`src/rtl/ysyx_22040729_lsu_ctrl_if.sv`:
```
// Bundle of the request, response and memory-port signals of the LSU controller.
// The master modport is the controller's view: it consumes requests, produces
// responses and drives the memory data port. The slave modport is the
// environment's view (CPU stage plus memory).
interface ysyx_22040729_lsu_ctrl_if #(
    parameter int ADDR_W = 16
);
    logic              req_valid;
    logic              req_ready;
    logic              req_wen;
    logic [ADDR_W-1:0] req_addr;
    logic [1:0]        req_size;
    logic              req_signed;
    logic [63:0]       req_wdata;

    logic              resp_valid;
    logic              resp_ready;
    logic [63:0]       resp_rdata;
    logic              resp_err;

    logic              mem_wen;
    logic [ADDR_W-1:0] mem_addr;
    logic [63:0]       mem_wdata;
    logic [63:0]       mem_rdata;

    modport master (
        input  req_valid, req_wen, req_addr, req_size, req_signed, req_wdata,
        input  resp_ready, mem_rdata,
        output req_ready, resp_valid, resp_rdata, resp_err,
        output mem_wen, mem_addr, mem_wdata
    );

    modport slave (
        output req_valid, req_wen, req_addr, req_size, req_signed, req_wdata,
        output resp_ready, mem_rdata,
        input  req_ready, resp_valid, resp_rdata, resp_err,
        input  mem_wen, mem_addr, mem_wdata
    );
endinterface

```
`src/rtl/ysyx_22040729_lsu_ctrl.sv`:
```
// Load/store controller for a byte-addressed memory with a 1-cycle synchronous
// read and an 8-byte-wide write port. Loads are a single read; stores are a
// read-modify-write so that bytes above the access size are written back as-is.
// Optional feature: define YSYX_22040729_LSU_MISALIGN_CHK_EN to reject requests
// whose address is not a multiple of the access size (resp_err=1, no memory
// access). Without it resp_err is tied low.
module ysyx_22040729_lsu_ctrl #(
    parameter int ADDR_W = 16
) (
    input logic                      clk,
    input logic                      rst,
    ysyx_22040729_lsu_ctrl_if.master bus
);
    typedef enum logic [2:0] {
        S_IDLE,
        S_RD,
        S_LD,
        S_WR,
        S_RESP
    } state_t;

    state_t            r_state;
    state_t            w_next;
    logic              w_req_ready;
    logic              w_mem_wen;
    logic              w_resp_valid;
    logic              w_accept;
    logic              w_misalign;

    logic [ADDR_W-1:0] r_addr;
    logic [1:0]        r_size;
    logic              r_signed;
    logic              r_wen;
    logic [63:0]       r_wdata;
    logic [63:0]       r_rdata;
    logic [63:0]       r_mem_wdata;

    logic [63:0]       w_mask;
    logic [63:0]       w_merge;
    logic [63:0]       w_load_ext;

    assign w_accept = (r_state == S_IDLE) && bus.req_valid;

`ifdef YSYX_22040729_LSU_MISALIGN_CHK_EN
    logic r_err;

    // Misaligned when any address bit below the access size is set.
    always_comb begin
        case (bus.req_size)
            2'd0:    w_misalign = 1'b0;
            2'd1:    w_misalign = bus.req_addr[0];
            2'd2:    w_misalign = |bus.req_addr[1:0];
            default: w_misalign = |bus.req_addr[2:0];
        endcase
    end

    // Error flag is latched at accept and held through RESP.
    always_ff @(posedge clk or posedge rst) begin
        if (rst) begin
            r_err <= 1'b0;
        end else if (w_accept) begin
            r_err <= w_misalign;
        end
    end

    assign bus.resp_err = r_err;
`else
    assign w_misalign   = 1'b0;
    assign bus.resp_err = 1'b0;
`endif

    // State register.
    always_ff @(posedge clk or posedge rst) begin
        // NOTE: sequential logic uses non-blocking assignments so every register
        // samples pre-edge values and updates together.
        if (rst) begin
            r_state <= S_IDLE;
        end else begin
            r_state <= w_next;
        end
    end

    // Next-state and state-decoded outputs.
    always_comb begin
        // NOTE: each signal is given a default first so no path leaves it
        // unassigned and no latch is inferred.
        w_next       = r_state;
        w_req_ready  = 1'b0;
        w_mem_wen    = 1'b0;
        w_resp_valid = 1'b0;
        case (r_state)
            S_IDLE: begin
                w_req_ready = 1'b1;
                if (bus.req_valid) begin
                    w_next = w_misalign ? S_RESP : S_RD;
                end
            end
            S_RD:   w_next = r_wen ? S_WR : S_LD;
            S_LD:   w_next = S_RESP;
            S_WR: begin
                w_mem_wen = 1'b1;
                w_next    = S_RESP;
            end
            S_RESP: begin
                w_resp_valid = 1'b1;
                if (bus.resp_ready) begin
                    w_next = S_IDLE;
                end
            end
            default: w_next = S_IDLE;
        endcase
    end

    // Byte-lane mask, store merge and load extension for the registered size.
    always_comb begin
        case (r_size)
            2'd0:    w_mask = 64'h0000_0000_0000_00FF;
            2'd1:    w_mask = 64'h0000_0000_0000_FFFF;
            2'd2:    w_mask = 64'h0000_0000_FFFF_FFFF;
            default: w_mask = 64'hFFFF_FFFF_FFFF_FFFF;
        endcase
        w_merge = (bus.mem_rdata & ~w_mask) | (r_wdata & w_mask);
        case (r_size)
            2'd0:    w_load_ext = {{56{r_signed & bus.mem_rdata[7]}},  bus.mem_rdata[7:0]};
            2'd1:    w_load_ext = {{48{r_signed & bus.mem_rdata[15]}}, bus.mem_rdata[15:0]};
            2'd2:    w_load_ext = {{32{r_signed & bus.mem_rdata[31]}}, bus.mem_rdata[31:0]};
            default: w_load_ext = bus.mem_rdata;
        endcase
    end

    // Request capture, load result and last written memory word.
    always_ff @(posedge clk or posedge rst) begin
        if (rst) begin
            r_addr      <= '0;
            r_size      <= 2'd0;
            r_signed    <= 1'b0;
            r_wen       <= 1'b0;
            r_wdata     <= 64'd0;
            r_rdata     <= 64'd0;
            r_mem_wdata <= 64'd0;
        end else begin
            if (w_accept) begin
                r_addr   <= bus.req_addr;
                r_size   <= bus.req_size;
                r_signed <= bus.req_signed;
                r_wen    <= bus.req_wen;
                r_wdata  <= bus.req_wdata;
                r_rdata  <= 64'd0;
            end
            if (r_state == S_LD) begin
                r_rdata <= w_load_ext;
            end
            if (r_state == S_WR) begin
                r_rdata     <= 64'd0;
                r_mem_wdata <= w_merge;
            end
        end
    end

    assign bus.req_ready  = w_req_ready;
    assign bus.resp_valid = w_resp_valid;
    assign bus.resp_rdata = r_rdata;
    assign bus.mem_wen    = w_mem_wen;
    assign bus.mem_addr   = r_addr;
    // The merged word is presented combinationally during WR and held afterwards.
    assign bus.mem_wdata  = (r_state == S_WR) ? w_merge : r_mem_wdata;
endmodule

```
`src/flat_wrapper.sv`:
```
// flat-port wrapper written by rule: the top's interface ports become plain ports
module ysyx_22040729_lsu_ctrl_flat 
#(
    parameter int ADDR_W = 16
)
  (clk, rst, bus_req_valid, bus_req_wen, bus_req_addr, bus_req_size, bus_req_signed, bus_req_wdata, bus_resp_ready, bus_mem_rdata, bus_req_ready, bus_resp_valid, bus_resp_rdata, bus_resp_err, bus_mem_wen, bus_mem_addr, bus_mem_wdata);
  ysyx_22040729_lsu_ctrl_if #(.ADDR_W(ADDR_W)) bus_i ();
  input logic clk;
  input logic rst;
  input wire logic [$bits(bus_i.req_valid)-1:0] bus_req_valid;
  input wire logic [$bits(bus_i.req_wen)-1:0] bus_req_wen;
  input wire logic [$bits(bus_i.req_addr)-1:0] bus_req_addr;
  input wire logic [$bits(bus_i.req_size)-1:0] bus_req_size;
  input wire logic [$bits(bus_i.req_signed)-1:0] bus_req_signed;
  input wire logic [$bits(bus_i.req_wdata)-1:0] bus_req_wdata;
  input wire logic [$bits(bus_i.resp_ready)-1:0] bus_resp_ready;
  input wire logic [$bits(bus_i.mem_rdata)-1:0] bus_mem_rdata;
  output wire logic [$bits(bus_i.req_ready)-1:0] bus_req_ready;
  output wire logic [$bits(bus_i.resp_valid)-1:0] bus_resp_valid;
  output wire logic [$bits(bus_i.resp_rdata)-1:0] bus_resp_rdata;
  output wire logic [$bits(bus_i.resp_err)-1:0] bus_resp_err;
  output wire logic [$bits(bus_i.mem_wen)-1:0] bus_mem_wen;
  output wire logic [$bits(bus_i.mem_addr)-1:0] bus_mem_addr;
  output wire logic [$bits(bus_i.mem_wdata)-1:0] bus_mem_wdata;
  assign bus_i.req_valid = bus_req_valid;
  assign bus_i.req_wen = bus_req_wen;
  assign bus_i.req_addr = bus_req_addr;
  assign bus_i.req_size = bus_req_size;
  assign bus_i.req_signed = bus_req_signed;
  assign bus_i.req_wdata = bus_req_wdata;
  assign bus_i.resp_ready = bus_resp_ready;
  assign bus_i.mem_rdata = bus_mem_rdata;
  assign bus_req_ready = bus_i.req_ready;
  assign bus_resp_valid = bus_i.resp_valid;
  assign bus_resp_rdata = bus_i.resp_rdata;
  assign bus_resp_err = bus_i.resp_err;
  assign bus_mem_wen = bus_i.mem_wen;
  assign bus_mem_addr = bus_i.mem_addr;
  assign bus_mem_wdata = bus_i.mem_wdata;
  ysyx_22040729_lsu_ctrl #(.ADDR_W(ADDR_W)) u_core (.clk(clk), .rst(rst), .bus(bus_i));
endmodule
```
`config.mk`:
```
export PLATFORM = sky130hd
export DESIGN_NAME = ysyx_22040729_lsu_ctrl_flat
export DESIGN_NICKNAME = d
export VERILOG_FILES = /design/src/rtl/ysyx_22040729_lsu_ctrl_if.sv /design/src/rtl/ysyx_22040729_lsu_ctrl.sv /design/src/flat_wrapper.sv
export SDC_FILE = /design/constraint.sdc
export NUM_CORES = 1
export LEC_CHECK = 0
export BUFFER_PORTS_ARGS = -buffer_cell sky130_fd_sc_hd__buf_4
export CAP_MARGIN = 0
export CORE_ASPECT_RATIO = 1.25
export CORE_MARGIN = 2
export CORE_UTILIZATION = 45
export CTS_CLUSTER_SIZE = 16
export DETAILED_ROUTE_END_ITERATION = 8
export HOLD_SLACK_MARGIN = 0.02
export PLACE_DENSITY_LB_ADDON = 0.3
export SYNTH_ARGS = -nofsm -noshare
export SYNTH_HDL_FRONTEND = slang
export SYNTH_SLANG_ARGS = --single-unit
```
`constraint.sdc`:
```
create_clock -name clk -period 7.67 [get_ports clk]
set_input_delay 0.3835 -clock clk [delete_from_list [all_inputs] [get_ports clk]]
set_output_delay 0.3835 -clock clk [all_outputs]
set_load 0.03 [all_outputs]
```
# Word-level counts from Yosys, hierarchy flattened

Index checks and enable logic that the tools add are counted.

Bits in registers: 215
Input bits: 152
Word-level logic and storage cells: 42

Eq/ne operators: 8
Muxes and demuxes: 13
Bitwise logic cells: 7
Reductions and logical operators: 6

Operator list:

| kind               | count |
|---|---|
| $pmux 64 s3        | 2 |
| $mux 64            | 4 |
| $and 64x64->64     | 2 |
| $not 64->64        | 1 |
| $or 64x64->64      | 1 |
| $pmux 3 s4         | 1 |
| $eq 3x2->1 const B | 2 |
| $mux 3             | 2 |
| $mux 1             | 4 |
| $ne 2x2->1 const B | 2 |
| $and 1x1->1        | 3 |
| $eq 3x1->1 const B | 1 |
| $eq 3x3->1 const B | 1 |
| $logic_not 3->1    | 1 |
| $reduce_bool 3->1  | 1 |
| $eq 2x1->1 const B | 1 |
| $eq 2x2->1 const B | 1 |
| $logic_not 2->1    | 1 |
| $reduce_and 2->1   | 1 |
| $reduce_or 2->1    | 1 |
| $logic_and 1x1->1  | 1 |

# Depth between registers and ports, before layout

Depth in word-level cells: 6
Mapped depth: 6
Gate-level depth less buffers: 3

# Least setup slack after synthesis

OpenSTA, ideal clock, no wires.

Kind: register to output
Start point: register u_core.r_state[2]
End point: output bus_mem_wdata[40]
Data arrival time: 1.785 ns
Data required time: 7.286 ns
Slack: 5.501 ns
Cell stages (with the launch flop): 6
Buffers on the path: 3
Cell sequence: dfrtp_1 buf_4 nand3b_1 buf_2 clkbuf_1 o21ai_0

Word-level cells in the longest chain between the ends: 2

Ends and longest elaborated chain:

| what                     | RTL line                      | source |
|---|---|---|
| start: declaration       | ysyx_22040729_lsu_ctrl.sv:22  | `state_t r_state;` |
| start signal: assignment | ysyx_22040729_lsu_ctrl.sv:79  | `r_state <= w_next;` |
| $eq 3x2->1               | ysyx_22040729_lsu_ctrl.sv:166 | `assign bus.mem_wdata = (r_state == S_WR) ? w_merge : r_mem_wdata;` |
| $mux 64                  | ysyx_22040729_lsu_ctrl.sv:166 |  |
| end: declaration         | flat_wrapper.sv:24            | `output wire logic [$bits(bus_i.mem_wdata)-1:0] bus_mem_wdata;` |

No other way between the ends.

# Worst setup path in the final report

Start point: register u_core.r_size[1]
End point: output bus_mem_wdata[47]

Word-level cells in the longest chain between the ends: 6
Elaborated cells between the ends (all ways): 9

Ends and longest elaborated chain:

| what                                     | RTL line                      | source |
|---|---|---|
| start: declaration                       | ysyx_22040729_lsu_ctrl.sv:31  | `logic [1:0] r_size;` |
| start signal: assignment                 | ysyx_22040729_lsu_ctrl.sv:144 | `r_size <= bus.req_size;` |
| $eq 2x2->1, or another cell as far along | ysyx_22040729_lsu_ctrl.sv:116 | `case (r_size)` |
| $pmux 64 s3 (*)                          | ysyx_22040729_lsu_ctrl.sv:116 |  |
| $not 64->64                              | ysyx_22040729_lsu_ctrl.sv:122 | `w_merge = (bus.mem_rdata & ~w_mask) \| (r_wdata & w_mask);` |
| $and 64x64->64                           | ysyx_22040729_lsu_ctrl.sv:122 |  |
| $or 64x64->64 (*)                        | ysyx_22040729_lsu_ctrl.sv:122 |  |
| $mux 64 (*)                              | ysyx_22040729_lsu_ctrl.sv:166 |  |

Every way passes the cells marked *; elsewhere a longest branch is shown, timed or not.

==> impl_metrics.json <==
{
  "synth_top_cell_area_share_pct": 58.4,
  "overflow": 0,
  "rsz0062_at_grt": "false",
  "h-tree-depth": 1,
  "yosysWarnings": 0,
  "hold_ws_ns": 0.0846,
  "ant_nets": 0,
  "areaGrowthSynthToFinish_pct": 32.8,
  "crit_fanout": 64,
  "tightest_slew_ns": 1.14,
  "p_leak_nw": 6.08,
  "synth_largest_area_cell": "dfrtp_1",
  "drtIter0Drc": 329,
  "avgSynthCellArea_um2": 13.2,
  "async_flop_share_pct": 100,
  "cts_tree": "done",
  "ys_seq_area_share_pct": 58.4,
  "seq_power_share_pct": 32.9,
  "post-dp-hpwl_mm": 15.7,
  "fmax_mhz": 313,
  "finalCriticalPeriod_ns": 3.19,
  "io_buffers": 298,
  "grt_pass1_vias": 6830,
  "drt_wl_total_mm": 23.5,
  "antenna_found_initial": 0,
  "end_kind": "output pin",
  "comb_power_share_pct": 47.8,
  "dieArea_um2": 21600,
  "initial_core_util_pct": 45.8,
  "diodes": 0,
  "powerDensity_nw_per_um2": 480,
  "ios": 300,
  "ys_ff_latch": 215,
  "synthTopCellsByCount": "dfrtp_1, o21ai_0, nand2_1, mux2_4, mux2i_1",
  "synthMostInstantiatedCell": "dfrtp_1",
  "fin_skew_ns": 0.00826,
  "start_kind": "flip-flop",
  "grt_pass1_wl_mm": 36.9,
  "cts_buffers": 22,
  "pwr-share-clk_pct": 19.3,
  "power.switching_w": 0.00234,
  "gp_congestion": 0.791,
  "clock_latency_ns": 0.50,
  "hold_viol": 0,
  "p_int_w": 0.00352,
  "timing.slew.headroom_pct": 24.3,
  "syn_inst": 695,
  "grt_max_degree": 135,
  "dr.pass1.iters": 4,
  "vias_per_cell": 5.23,
  "synth_cell_types": 35,
  "clk_path_buf_depth": 3,
  "core_area_um2": 20100,
  "max-vdd-ir-drop_v": 0.000227,
  "worst_path_largest_cell_delay_ns": 0.72,
  "cp_common_cell": "buf_4",
  "r2r_start": "u_core.r_state[0]$_DFFE_PP0P_",
  "yosys_most_used_dff": "dfrtp_1",
  "final_layout_size_suffix_gt1_share_pct": 45.2,
  "hold_class": "primary input to async pin",
  "synth_edf_count": 0,
  "rows": 58,
  "startpoint": "u_core.r_size[1]$_DFFE_PP0P_",
  "setup_violations": 0,
  "path_clk_slew_ns": 0.06,
  "cp_cell_sequence": "nand2_2 > buf_4 > mux2i_1 > o21ai_0 > buf_4",
  "vias": 6521,
  "finish.utilization_pct": 60.8,
  "finalPower_w": 0.00587,
  "slew_violations": 0,
  "cts_sinks": 215,
  "synth_area_leaders": "dfrtp_1, mux2_4, mux2i_1",
  "maxCapViolations": 0,
  "synth_area_um2": 9210,
  "fin_nets": 1118,
  "critPathKind": "flip-flop to output pin",
  "postCtsSetupRepairBufs": 0,
  "synth_fp_nets": 847,
  "fin_crit_sh_pct": 41.6,
  "cp.required_ns": 7.29,
  "die_h_um": 164,
  "wire_per_inst_um": 18.8,
  "slowest_stage": "dfrtp_2",
  "holdBufCountCts": 0,
  "cts_repair_resize_count": 0,
  "run_status": "complete, no violations",
  "p_sw_share_pct": 39.9,
  "drc": 0,
  "fin_tns_setup_ns": 0,
  "die_w_um": 132,
  "crit_arrival_ns": 2.81,
  "clockRootBuffer": "clkbuf_16",
  "grt.total_usage_pct": 21.3
}
## sequential cells by signal, summed over array words and instances, names as in the netlist
| name | cells |
|---|---|
| u_core.r_state | 3 |
| u_core.bus.mem_addr | 16 |
| u_core.r_signed | 1 |
| u_core.r_wen | 1 |
| u_core.r_wdata | 64 |
| u_core.bus.resp_rdata | 64 |
| u_core.r_size | 2 |
| u_core.r_mem_wdata | 64 |
## worst max-delay path: cells and delay by family, from the launching register on
family	cells	cell delay [ns]
muxes	1	0.16
AOI/OAI and AO/OA	1	0.32
and+or+nand+nor	1	0.15
buffers and inverters	2	0.86
DFF	1	0.72
## power groups by stage
stage	clock, W	combinational (W)	sequential (W)
6_report	0.00113	0.00280	0.00193
5_1_grt	0.00120	0.00300	0.00199
4_1_cts	0.00116	0.00284	0.00193
3_5_place_dp	0	0.00283	0.00194
3_3_place_gp	0	0.00279	0.00192
2_1_floorplan	0	0.00180	0.00208
## layer usage
| layer | GRT usage (%) | share of wire [%] | vias to the layer above |
|---|---|---|---|
| met3 | 5.40 | 6.8 | 38 |
| met2 | 36.1 | 49 | 230 |
| li1 | - | - | 3013 |
| met1 | 27.1 | 42 | 3240 |
| met4 | 6.13 | 2.4 | 0 |
| met5 | 0 | 0 | - |
## path summary, 6_finish.rpt
check	endpoint	slack (ns)	cells past startpoint
max in group asynchronous	u_core.bus.resp_rdata[8]$_DFFE_PP0P_	5.98	3
min in group clk	u_core.bus.resp_rdata[3]$_DFFE_PP0P_	0.11	2
worst min-delay path	u_core.bus.resp_rdata[16]$_DFFE_PP0P_	0.08	2
worst min register to register	u_core.r_mem_wdata[24]$_DFF_PP0_	0.49	2
worst max-delay path	bus_mem_wdata[47]	4.48	5
worst max register to register	u_core.r_wdata[62]$_DFFE_PP0P_	4.95	4
## per-stage QoR
stage	cell area, µm²	instances	setup slack (ns)
CTS	12200	1248	4.43
finish	12200	1248	4.48
floorplan	9210	695	1.41
global route	12200	1248	4.25
global placement	11500	1212	4.99
detailed placement	11500	1212	4.92
## kinds of logic (layout without fill, tap and decap cells)
logic type / count (synthesis) / in the layout / share of synthesized area [%]
buf+inv: 61 / 344 / 4.58
simple gates: 88 / 88 / 4.34
flops: 215 / 215 / 58.4
mux: 149 / 149 / 20.0
compound gates: 181 / 181 / 12.6
other cells: 1 / 1 / 0.0407
## placed cells by master (no fill, tap or decap), types with 2 or more instances in the layout
cell type	Yosys	final
a21oi_1	9	9
a22o_1	24	24
buf_4	10	305
bufinv_16	0	4
clkbuf_1	18	4
clkbuf_16	0	23
clkbuf_8	0	3
clkinv_2	0	2
dfrtp_1	215	214
inv_1	3	2
mux2_2	32	32
mux2_4	60	60
mux2i_1	56	56
nand2_1	72	72
nor3b_1	2	2
o21ai_0	105	105
o2bb2ai_1	40	40
## layout make-up
cell class,instances,area [µm²]
Fill cell,1680,7880
Sequential cell,215,5380
Multi-Input combinational cell,419,3440
Timing Repair Buffer,305,2290
Clock buffer,30,632
Tap cell,270,338
Clock inverter,6,130
Inverter,3,18.8
Note: power is estimated with default switching activity, not from simulation.
